==> config.mk <==
export PLATFORM = sky130hd
export DESIGN_NAME = alu_seq_param
export DESIGN_NICKNAME = d
export VERILOG_FILES = /design/src/rtl/alu_seq_param.sv
export SDC_FILE = /design/constraint.sdc
export NUM_CORES = 1
export LEC_CHECK = 0
export BUFFER_PORTS_ARGS = -buffer_cell sky130_fd_sc_hd__buf_4
export CELL_PAD_IN_SITES_DETAIL_PLACEMENT = 1
export CELL_PAD_IN_SITES_GLOBAL_PLACEMENT = 1
export CORE_MARGIN = 1.5
export CORE_UTILIZATION = 38
export DETAILED_ROUTE_END_ITERATION = 8
export PLACE_DENSITY_LB_ADDON = 0.1
export SYNTH_ARGS = -nofsm -noshare
export SYNTH_HDL_FRONTEND = slang
export SYNTH_SLANG_ARGS = --single-unit
==> constraint.sdc <==
create_clock -name clk -period 3.75 [get_ports clk]
set_input_delay 0.375 -clock clk [delete_from_list [all_inputs] [get_ports clk]]
set_output_delay 0.375 -clock clk [all_outputs]
set_load 0.02 [all_outputs]
==> src/rtl/alu_seq_param.sv <==
// Registered ALU with iterative one-bit-per-cycle shifter and a start/busy/done handshake.
// Optional build macro ALU_SAT_EN: ADD/SUB saturate on signed overflow instead of wrapping.
`timescale 1ns/1ps

module alu_seq_param #(
    parameter int WIDTH   = 16,
    parameter int SHAMT_W = 4
) (
    input  logic             clk,
    input  logic             reset,
    input  logic             start,
    input  logic [2:0]       op,
    input  logic [WIDTH-1:0] a,
    input  logic [WIDTH-1:0] b,
    output logic             busy,
    output logic             done,
    output logic [WIDTH-1:0] r,
    output logic             c_out,
    output logic             overflow,
    output logic             zero
);

    localparam int MSB = WIDTH - 1;

    typedef enum logic [2:0] {
        OP_AND = 3'b000,
        OP_OR  = 3'b001,
        OP_ADD = 3'b010,
        OP_SLL = 3'b011,
        OP_SRL = 3'b100,
        OP_SRA = 3'b101,
        OP_SUB = 3'b110,
        OP_SLT = 3'b111
    } op_t;

    typedef enum logic {
        IDLE  = 1'b0,
        SHIFT = 1'b1
    } state_t;

    state_t             state;
    op_t                op_in;
    op_t                sh_op;
    logic [WIDTH-1:0]   work;
    logic [SHAMT_W-1:0] cnt;
    logic [SHAMT_W-1:0] shamt;
    logic               is_shift;

    assign op_in    = op_t'(op);
    assign shamt    = b[SHAMT_W-1:0];
    assign is_shift = (op_in == OP_SLL) || (op_in == OP_SRL) || (op_in == OP_SRA);

    // SUB and SLT share the adder as a + ~b + 1.
    logic             sub_mode;
    logic [WIDTH-1:0] b_eff;
    logic [WIDTH:0]   sum_full;
    logic [WIDTH-1:0] sum;
    logic             carry;
    logic             add_ovf;
    logic             slt_bit;

    assign sub_mode = (op_in == OP_SUB) || (op_in == OP_SLT);
    assign b_eff    = sub_mode ? ~b : b;
    assign sum_full = {1'b0, a} + {1'b0, b_eff} + {{WIDTH{1'b0}}, sub_mode};
    assign sum      = sum_full[WIDTH-1:0];
    assign carry    = sum_full[WIDTH];
    assign add_ovf  = (a[MSB] == b_eff[MSB]) && (sum[MSB] != a[MSB]);
    assign slt_bit  = sum[MSB] ^ add_ovf;

    logic [WIDTH-1:0] res;
    logic             res_c;
    logic             res_ov;

    always_comb begin
        // NOTE: every output of a combinational block gets a default first; a path that
        // leaves one unassigned would infer a latch.
        res    = '0;
        res_c  = 1'b0;
        res_ov = 1'b0;
        case (op_in)
            OP_AND: res = a & b;
            OP_OR:  res = a | b;
            OP_ADD, OP_SUB: begin
                res    = sum;
                res_c  = carry;
                res_ov = add_ovf;
`ifdef ALU_SAT_EN
                // Overflow direction follows the sign of a for both ADD and SUB.
                if (add_ovf)
                    res = a[MSB] ? {1'b1, {(WIDTH-1){1'b0}}} : {1'b0, {(WIDTH-1){1'b1}}};
`endif
            end
            OP_SLT: res = {{(WIDTH-1){1'b0}}, slt_bit};
            // Only a zero-amount shift completes from IDLE; it passes a through.
            default: res = a;
        endcase
    end

    logic [WIDTH-1:0] shifted;

    always_comb begin
        shifted = work;
        case (sh_op)
            OP_SLL:  shifted = {work[MSB-1:0], 1'b0};
            OP_SRL:  shifted = {1'b0, work[MSB:1]};
            default: shifted = {work[MSB], work[MSB:1]};
        endcase
    end

    always_ff @(posedge clk) begin
        // NOTE: sequential state is updated with non-blocking assignments so every
        // register samples the pre-edge values regardless of statement order.
        if (reset) begin
            state    <= IDLE;
            sh_op    <= OP_SLL;
            work     <= '0;
            cnt      <= '0;
            busy     <= 1'b0;
            done     <= 1'b0;
            r        <= '0;
            c_out    <= 1'b0;
            overflow <= 1'b0;
            zero     <= 1'b0;
        end else begin
            done <= 1'b0;
            case (state)
                IDLE: begin
                    if (start) begin
                        if (is_shift && (shamt != '0)) begin
                            work  <= a;
                            sh_op <= op_in;
                            cnt   <= shamt;
                            busy  <= 1'b1;
                            state <= SHIFT;
                        end else begin
                            r        <= res;
                            c_out    <= res_c;
                            overflow <= res_ov;
                            zero     <= (res == '0);
                            done     <= 1'b1;
                        end
                    end
                end
                SHIFT: begin
                    work <= shifted;
                    cnt  <= cnt - SHAMT_W'(1);
                    if (cnt == SHAMT_W'(1)) begin
                        r        <= shifted;
                        c_out    <= 1'b0;
                        overflow <= 1'b0;
                        zero     <= (shifted == '0);
                        done     <= 1'b1;
                        busy     <= 1'b0;
                        state    <= IDLE;
                    end
                end
                default: state <= IDLE;
            endcase
        end
    end

endmodule

==> results of run 1 <==
## registers in the layout, indices dropped and copies added (netlist names)
signal	count
busy	1
c_out	1
cnt	4
done	1
overflow	1
r	16
sh_op	3
state	1
work	16
zero	1
## report_power, final
group	internal [uW]	switching [uW]	leakage, uW
Sequential	519	32.4	0.000369
Clock	218	171	0.0000585
Combinational	257	385	0.00136
## synthesized netlist by cell type (all sizes together) (2+ instances only)
cell     instances  area [um2]
nand2b           9        56.3
o21ai           31         159
and2             4        25.0
nor4             7        43.8
and3            11        68.8
a22oi            2        15.0
o2111ai          2        17.5
a31oi           13        81.3
a22o             2        17.5
a21oi           50         250
nor2            28         105
nand4            4        25.0
dfxtp           45         901
o21bai           3        22.5
or3              3        18.8
xor2             2        17.5
a311oi           9        78.8
a32oi            2        25.0
mux2             6        71.3
clkbuf          26         108
o41ai            2        25.0
a2111oi          2        17.5
nand3            6        30.0
nand2           86         323
nor3             8        40.0
nor2b            7        43.8
nor3b            5        37.5
xnor2           20         175
nand3b           5        50.1
a211oi          15         140
ha              19         238
o211ai          20         150
mux2i            5        50.1
a21o            10        75.1
a211o            4        35.0
o21a             4        30.0
buf              3        23.8
inv             12        45.0
## worst max-delay path by stage
stage | start | end | cells past startpoint
5_1_grt | op[1] | zero | 12
3_5_place_dp | op[1] | zero | 12
6_report | op[1] | zero | 12
3_3_place_gp | op[1] | zero | 12
2_1_floorplan | op[2] | zero | 14
4_1_cts | op[1] | zero | 12
## worst max-delay path, cell delays in order
cell	delay (ns)
buf_4	0.11
nand2_2	0.09
xnor2_1	0.18
fa_1	0.48
a211oi_2	0.25
o21bai_1	0.13
mux2_4	0.31
a211o_1	0.29
nor4_1	0.42
nand4_1	0.14
or4_1	0.51
o41ai_2	0.19
## stage by stage
step	util, %	worst slack, ns	area, um2	std cells
floorplan	-	0.00202	3770	505
global placement	44.5	0.283	4310	676
detailed placement	44.5	0.209	4310	676
CTS	45.7	0.510	4430	684
global route	45.7	0.275	4430	684
finish	45.7	0.481	4430	684
## logic make-up after synthesis
family / after synthesis / share of synthesized area (%)
fa+ha+maj: 20 / 6.86
mux: 11 / 3.23
xor+xnor: 22 / 5.13
simple gates: 187 / 23.9
compound gates: 179 / 32.2
flops: 45 / 24.0
buf+inv: 41 / 4.69
## layout make-up
class,count,area share [%]
clock buffers,7,1.95
clock inverters,1,0.678
inverters,12,1.02
multi-input cells,419,60.6
flip-flops and latches,45,20.3
well taps,133,3.76
repair buffers,67,11.6
## routing by layer
metal | vias up | GRT usage (%) | share of wire, %
met5 | - | 0 | 0
met4 | 0 | 5.48 | 1.6
met3 | 17 | 2.80 | 3.2
met2 | 95 | 47.7 | 51
met1 | 1971 | 31.8 | 44
li1 | 1951 | - | -
==> results.md, run 1 <==
* Status: finished, final reports clean
* Final hold vios at 0
* Initial antenna violation count at 0
* Root buffer cell: clkbuf_8
* # resized after CTS at 0
* Critical path arrival at 3.48 ns
* Largest net degree at the start of global routing at 44
* Clock Sinks at 45
* Most common cell after layout, fill and taps aside: nand2_1
* Clock transition at path regs at 0.09 ns
* Final ANT Viol Nets at 0
* End of the worst register-to-register path: zero
* Crit Path Max Fanout at 3
* Clk Latency, worst-skew pair at 0.30 ns
* Peak Freq at 306 MHz
* Total Power at 1580 uW
* Maximum clock insertion buffer count at 2
* Post-synth EDFFs at 0
* Synth async-reset ratio at 0%
* Synthesized instance count at 505
* Hold Path Class: in2reg
* Fin Hold WS at 0.370 ns
* Number of global-route vias before repair at 4103
* Fillers at 1243
* Hold_buf cts at 0
* # Post-CTS Setup Buffers at 0
* Final setup violation count at 0
* Row count at 36
* First-pass GRT wire length at 21.2 mm
* RePlAce Congestion at 0.836
* Hold EP: work[6]
* Layout area overhead at 17.8%
* Worst R2R Setup Slack at 1.12 ns
* Worst slew margin at 39.2%
* Period minus WS final at 3.27 ns
* Hold depth at 3
* R2R cell count at 9
* Yosys reg bits at 45
* CP Capture Type: flip-flop
* GRT overflow at 0
* Power density cells at 357 nW/um2
* Syn. warnings at 0
* # DRC at 0
* Multi-input gate area at 2680 um2
* Diodes inserted at 0
* CTS buffer count at 5
* RSZ-0062 raised after global routing: false
* Most frequent cells in the layout: 85 x nand2_1, 66 x buf_4, 50 x a21oi_1
* Leak pwr at 0.00178 uW
* RR Startpoint: state
* Dpl hpwl at 9.96 mm
* Mapped cell area at 3760 um2
* Worst hold start: a[6]
* Chip width at 102 um
* Main synth FF type: dfxtp_1
* WL/cell at 19.0 um
* Sequential fraction of the synthesis area at 24.0%
* Die Area at 10500 um2
* Worst Skew at 0.00937 ns
* Worst Setup Start Kind: input port
* Tcrit/Tclk final at 87.2%
* Peak supply drop at 0.000188 V
* Maxcap violations at 0
* Initial DRT Pass Iterations at 4
* WL final at 13.0 mm
* CORE AREA at 9680 um2
* Post-Syn Nets at 563
* Gr usage total at 25.7%
* Setup TNS at 0 ns
* # IOs at 59
* Max H-tree Level at 2
* Crit path kind: in2reg
* Drt via density at 5.90
* Register cell area after layout at 901 um2
* Max Slew Vio Count at 0
* CTS tree: done
* Iter 0 DRT Violations at 170
* Yosys cell types at 63
* Avg Inst Size Synth at 7.44 um2
* Initial core utilization at 38.8%
* Die H at 102 um
* Share of layout cells above drive strength 1 at 16.7%
* Worst-Margin Slew at 0.912 ns
* Worst Path Required at 3.97 ns
* Port-buffer cells at 58
* Layout Nets at 608
* Vias at 4034
Power figures use the tool's default switching activity.
==> run 2: changes to the inputs <==
--- a/config.mk
+++ b/config.mk
@@ -5,12 +5,13 @@
 export SDC_FILE = /design/constraint.sdc
 export NUM_CORES = 1
 export LEC_CHECK = 0
+export ABC_AREA = 0
 export BUFFER_PORTS_ARGS = -buffer_cell sky130_fd_sc_hd__buf_4
 export CELL_PAD_IN_SITES_DETAIL_PLACEMENT = 1
 export CELL_PAD_IN_SITES_GLOBAL_PLACEMENT = 1
-export CORE_MARGIN = 1.5
 export CORE_UTILIZATION = 38
 export DETAILED_ROUTE_END_ITERATION = 8
+export GPL_TIMING_DRIVEN = 0
 export PLACE_DENSITY_LB_ADDON = 0.1
 export SYNTH_ARGS = -nofsm -noshare
 export SYNTH_HDL_FRONTEND = slang
==> run 2 against run 1 <==
Sequential cell count unchanged. Critical endpoint unchanged. Cell count increased by 2.0%. Critical path depth increased by 2. Highest routed layer unchanged. Maximum frequency decreased by 9.9%. Clock skew decreased by 0.0052 ns. Power increased by 1.7%. Final area increased by 2.2%. Via count increased by 3.5%. Setup slack got worse by 0.36 ns.
==> results.md, run 2 (synthesis gave the netlist of run 1 again) <==
* CTS buffer count at 5
* Power density cells at 355 nW/um2
* Register cell area after layout at 901 um2
* Peak supply drop at 0.000157 V
* WL final at 13.7 mm
* CTS tree: done
* Layout area overhead at 20.4%
* Hold Path Class: in2reg
* Sw Ratio at 37.9%
* Most frequent cells in the layout: 85 x nand2_1, 57 x buf_4, 50 x a21oi_1
* Root buffer cell: clkbuf_8
* P_int at 998 uW
* Worst Setup Start Kind: input port
* Inst Count DP at 691
* # DRC at 0
* Initial antenna violation count at 0
* Final hold vios at 0
* Fillers at 1211
* Status: finished, final reports clean
* Clock Sinks at 45
* Part of the power in combinational logic at 41.2%
* Worst Path Required at 3.97 ns
* Clock share of power at 24.4%
* Crit Path Max Fanout at 15
* RSZ-0062 raised after global routing: false
* First-pass GRT wire length at 22.2 mm
* Period minus WS final at 3.63 ns
* Regs by FF count: r: 16 flops, work: 16 flops, cnt: 4 flops
* Vias at 4176
* Clock transition at path regs at 0.09 ns
* Multi-input gate area at 2730 um2
* Initial DRT Pass Iterations at 4
* Row count at 35
* Most common cell after layout, fill and taps aside: nand2_1
* Psw at 610 uW
* Final setup violation count at 0
* Largest net degree at the start of global routing at 16
* Port-buffer cells at 57
* Diodes inserted at 0
* Critical path's slowest cell: or4_1
* Number of global-route vias before repair at 4230
* GRT overflow at 0
* Dpl hpwl at 10.9 mm
* Worst path buffer plus inverter count at 3
* Max H-tree Level at 2
* Maxcap violations at 0
* Chip width at 101 um
* CP Capture Type: flip-flop
* Leak pwr at 0.00181 uW
* Die Area at 10300 um2
* Die H at 101 um
* Place WS at -0.866 ns
* Worst-Margin Slew at 0.761 ns
* Non-Filler Instances at 698
* Crit path kind: in2reg
* CP Cell Sequence: buf_6 > buf_6 > nand2_4 > buf_8 > xnor2_2 > fa_2 > a211oi_2 > o21bai_1 > mux2_4 > a211o_1 > nor4_4 > nand4_1 > or4_1 > o41ai_2
* Peak Freq at 276 MHz
* Clk Latency, worst-skew pair at 0.31 ns
* CP peak stage delay at 0.52 ns
* Crit path top cell by count: buf_6
* Final WS setup at 0.120 ns
* Worst Skew at 0.00417 ns
* Max Slew Vio Count at 0
* Drt via density at 5.98
* Critical path arrival at 3.85 ns
* Register share of total power at 34.4%
* Worst slew margin at 48.0%
* Tcrit/Tclk final at 96.8%
* Largest delay share family, worst path: simple AND/OR/NAND/NOR gates
* Total Power at 1610 uW
* Initial core utilization at 39.9%
* Layout Nets at 626
* Gr usage total at 28.0%
* Final ANT Viol Nets at 0
* CORE AREA at 9420 um2
* Iter 0 DRT Violations at 190
* # IOs at 59
* Share of layout cells above drive strength 1 at 16.0%
* WL/cell at 19.7 um
* RePlAce Congestion at 0.884
* Maximum clock insertion buffer count at 2
* Hold_buf cts at 0
-- run 2: cell count changes in the layout (fill, tap and decap cells not counted), sizes merged --
cell	change
buf	-6
clkbuf	+24
-- run 2: final timing paths --
| kind | slack (ns) | endpoint | startpoint | depth (start not counted) |
|---|---|---|---|---|
| max | 0.12 | zero | op[2] | 14 |
| min | 0.37 | cnt[3] | b[3] | 3 |
| max reg2reg | 1.15 | zero | state | 8 |
| min reg2reg | 0.46 | r[4] | r[4] | 2 |
-- run 2: final cells by class --
cell class / count / share of cell area, %
Buffer: 27 / 3.04
Clock buffer: 7 / 1.91
Clock inverter: 1 / 0.663
Inverter: 12 / 0.995
Multi-Input combinational cell: 419 / 60.2
Sequential cell: 45 / 19.9
Tap cell: 129 / 3.57
Timing Repair Buffer: 58 / 9.70
-- run 2: power by group through the flow --
stage / combinational (uW) / sequential, uW / clock, uW
floorplan: 409 / 575 / 0
global placement: 624 / 562 / 0
detailed placement: 641 / 564 / 0
CTS: 653 / 553 / 394
global route: 723 / 559 / 412
finish: 662 / 554 / 392
-- run 2: repair_timing --
item / 4_1_cts / 5_1_grt
setup buffers: 1 / 0
resized for setup: 8 / 4
hold endpoints to repair: 0 / 0
pin swaps: 2 / 2
endpoints found under the setup margin: 4 / 1
cloned: 0 / 0
-- run 2: routing by layer --
layer	vias to the layer above	track usage, %	wire (um)
met5	-	0	0
met1	2064	37.1	6250
met2	102	48.6	6640
met3	22	2.97	572
li1	1988	-	-
met4	0	7.13	280
-- run 2: worst min-delay path: cells and delay by family --
kind	cells	cell delay (ns)
buf+inv	1	0.13
simple gates	1	0.07
compound gates	1	0.07
-- run 2: through the flow --
stage | TNS (ns) | hold WS [ns] | util (%) | cell area, um2
after floorplan | 0 | 0.455 | - | 3770
after global placement | -3.01 | 0.442 | 46.3 | 4360
after detailed placement | -3.64 | 0.452 | 46.3 | 4360
after CTS | 0 | 0.360 | 48.0 | 4520
after global routing | 0 | 0.372 | 48.1 | 4530
final | 0 | 0.366 | 48.1 | 4530
==> run 3: changes to the inputs <==
--- a/config.mk
+++ b/config.mk
@@ -12,7 +12,7 @@
 export CORE_UTILIZATION = 38
 export DETAILED_ROUTE_END_ITERATION = 8
 export GPL_TIMING_DRIVEN = 0
-export PLACE_DENSITY_LB_ADDON = 0.1
+export PLACE_DENSITY = 0.81
 export SYNTH_ARGS = -nofsm -noshare
 export SYNTH_HDL_FRONTEND = slang
 export SYNTH_SLANG_ARGS = --single-unit
==> run 3 against run 2 <==
Sequential power about the same. Hold slack about the same. Via count increased by 0.34%. Setup slack improved by 0.082 ns. Sequential cell count unchanged. Largest cell class unchanged. Clock power decreased by 22%. Maximum frequency increased by 2.3%. Count of clock-buffer cells in the layout decreased by 1. Clock skew increased by 0.0029 ns. Non-clock buffer count unchanged. Global-route usage decreased by 0.094 points. Largest power group unchanged. Power decreased by 5.3%.
==> results.md, run 3 (synthesis gave the netlist of run 1 again) <==
* Hold Path Class: in2reg
* Period minus WS final at 3.55 ns
* Layout Nets at 626
* Post-DP Area at 4360 um2
* First-pass GRT wire length at 22.0 mm
* Worst setup startpoint: op[1]
* Total Power at 1520 uW
* Final ANT Viol Nets at 0
* Worst Skew at 0.00711 ns
* Worst slew margin at 54.0%
* Share of layout cells above drive strength 1 at 16.0%
* Largest net degree at the start of global routing at 16
* Vias at 4190
* Status: finished, final reports clean
* Critical path's slowest cell: or4_1
* Iter 0 DRT Violations at 176
* Clk Latency, worst-skew pair at 0.31 ns
* Fin Hold WS at 0.366 ns
* Initial core utilization at 39.9%
* CP Capture Point: zero
* Crit Path Max Fanout at 15
* Met2 wire len at 6.87 mm
* Worst path buffer plus inverter count at 2
* Non-Filler Instances at 698
* Maximum clock insertion buffer count at 2
* Inst Count DP at 691
* CORE AREA at 9420 um2
* DR top layer: met4
* Clock transition at path regs at 0.09 ns
* Fillers at 1234
* Clock Sinks at 45
* Final Core Density at 47.9%
* Final Cell Area at 4510 um2
* CTS buffer count at 5
* Die Area at 10300 um2
* Initial antenna violation count at 0
* Multi-input gate area at 2750 um2
* GRT overflow at 0
* Leak pwr at 0.00179 uW
* Worst-Margin Slew at 0.672 ns
* RSZ-0062 raised after global routing: false
* Dpl hpwl at 11.0 mm
* Met1 wire length at 6.21 mm
* WL/cell at 19.7 um
* Drt via density at 6.00
* # DRC at 0
* End of the worst register-to-register path: zero
* Power density cells at 338 nW/um2
* Maxcap violations at 0
* # IOs at 59
* Die H at 101 um
* Worst Path Required at 3.95 ns
* Peak supply drop at 0.000163 V
* R2R cell count at 8
* Peak Freq at 282 MHz
* Register cell area after layout at 901 um2
* Worst Setup Start Kind: input port
* Critical path arrival at 3.75 ns
* CP Cell Sequence: buf_4 > nand2_8 > buf_8 > xnor2_2 > fa_2 > a211oi_2 > o21bai_1 > mux2_4 > a211o_1 > nor4_4 > nand4_1 > or4_1 > o41ai_2
* CP Depth at 13
* Final hold vios at 0
* Root buffer cell: clkbuf_8
* Regs by FF count: r: 16 flops, work: 16 flops, cnt: 4 flops
* Tcrit/Tclk final at 94.6%
* Gr usage total at 27.9%
* CP Capture Type: flip-flop
* Max Slew Vio Count at 0
* Met3 WL at 554 um
* Layout area overhead at 19.9%
* Largest delay share family, worst path: simple AND/OR/NAND/NOR gates
* Max H-tree Level at 2
* RR Startpoint: state
* Chip width at 101 um
* WL final at 13.8 mm
* Row count at 35
* Initial DRT Pass Iterations at 5
* Most frequent cells in the layout: 85 x nand2_1, 58 x buf_4, 50 x a21oi_1
* CP peak stage delay at 0.51 ns
* RePlAce Congestion at 0.935
* Final setup violation count at 0
* Diodes inserted at 0
* Worst R2R Setup Slack at 1.18 ns
* CTS tree: done
* Crit path kind: in2reg
* Number of global-route vias before repair at 4254
* Most common cell after layout, fill and taps aside: nand2_1
* Port-buffer cells at 57
## run 3: changes by cell type in the layout (fill, tap and decap cells not counted)
cell | previous run | this run
a211oi_2 | 3 | 1
clkinv_2 | 0 | 2
a211oi_1 | 10 | 11
a211oi_4 | 2 | 3
buf_4 | 57 | 58
buf_6 | 3 | 2
bufinv_16 | 1 | 0
clkbuf_8 | 7 | 6
nand2_4 | 1 | 0
nand2_8 | 0 | 1
xnor2_1 | 19 | 18
xnor2_2 | 1 | 2
## run 3: area by class of cell
| class | instances | area share (%) |
|---|---|---|
| tap | 129 | 3.58 |
| clock inverter | 2 | 0.222 |
| multi-input combinational | 419 | 60.9 |
| inverter | 12 | 0.999 |
| sequential | 45 | 20.0 |
| buffer | 26 | 2.80 |
| clock buffer | 6 | 1.61 |
| timing repair buffer | 59 | 9.91 |
## run 3: tightest hold or removal path: stages
cell and delay (ns):
buf_4 0.14, nand2_1 0.06, a31oi_1 0.07
## run 3: repair_timing
action                                  in CTS  in global routing
hold buffers                                 0                  0
buffers inserted                             1                  1
endpoints found under the setup margin       4                  1
pin swaps                                    1                  3
gates resized for setup                      8                  6
## run 3: worst min-delay path by stage
stage          startpoint      end  slack (ns)  cells after the start
5_1_grt              a[7]  work[7]        0.39                      3
3_5_place_dp         r[4]     r[4]        0.45                      2
6_report             a[6]  work[6]        0.37                      3
3_3_place_gp         r[5]     r[5]        0.44                      2
4_1_cts              a[6]  work[6]        0.37                      3
2_1_floorplan      cnt[2]   cnt[2]        0.45                      2
## run 3: routing by layer
layer / up-vias / global-route usage, %
met5: - / 0
met4: 0 / 6.13
met3: 16 / 2.97
met2: 129 / 49.7
met1: 2057 / 36.4
li1: 1988 / -
## run 3: power by group
part	internal (uW)	leakage, uW	switching [uW]
Combinational	264	0.00138	401
Sequential	519	0.000369	35.6
Clock	130	0.0000450	175
## run 3: per-stage QoR
stage / TNS (ns) / setup WS, ns
after floorplan: 0 / 0.00202
after global placement: -2.27 / -0.783
after CTS: 0 / 0.0288
final: 0 / 0.203
after detailed placement: -3.44 / -0.944
after global routing: 0 / 0.0851
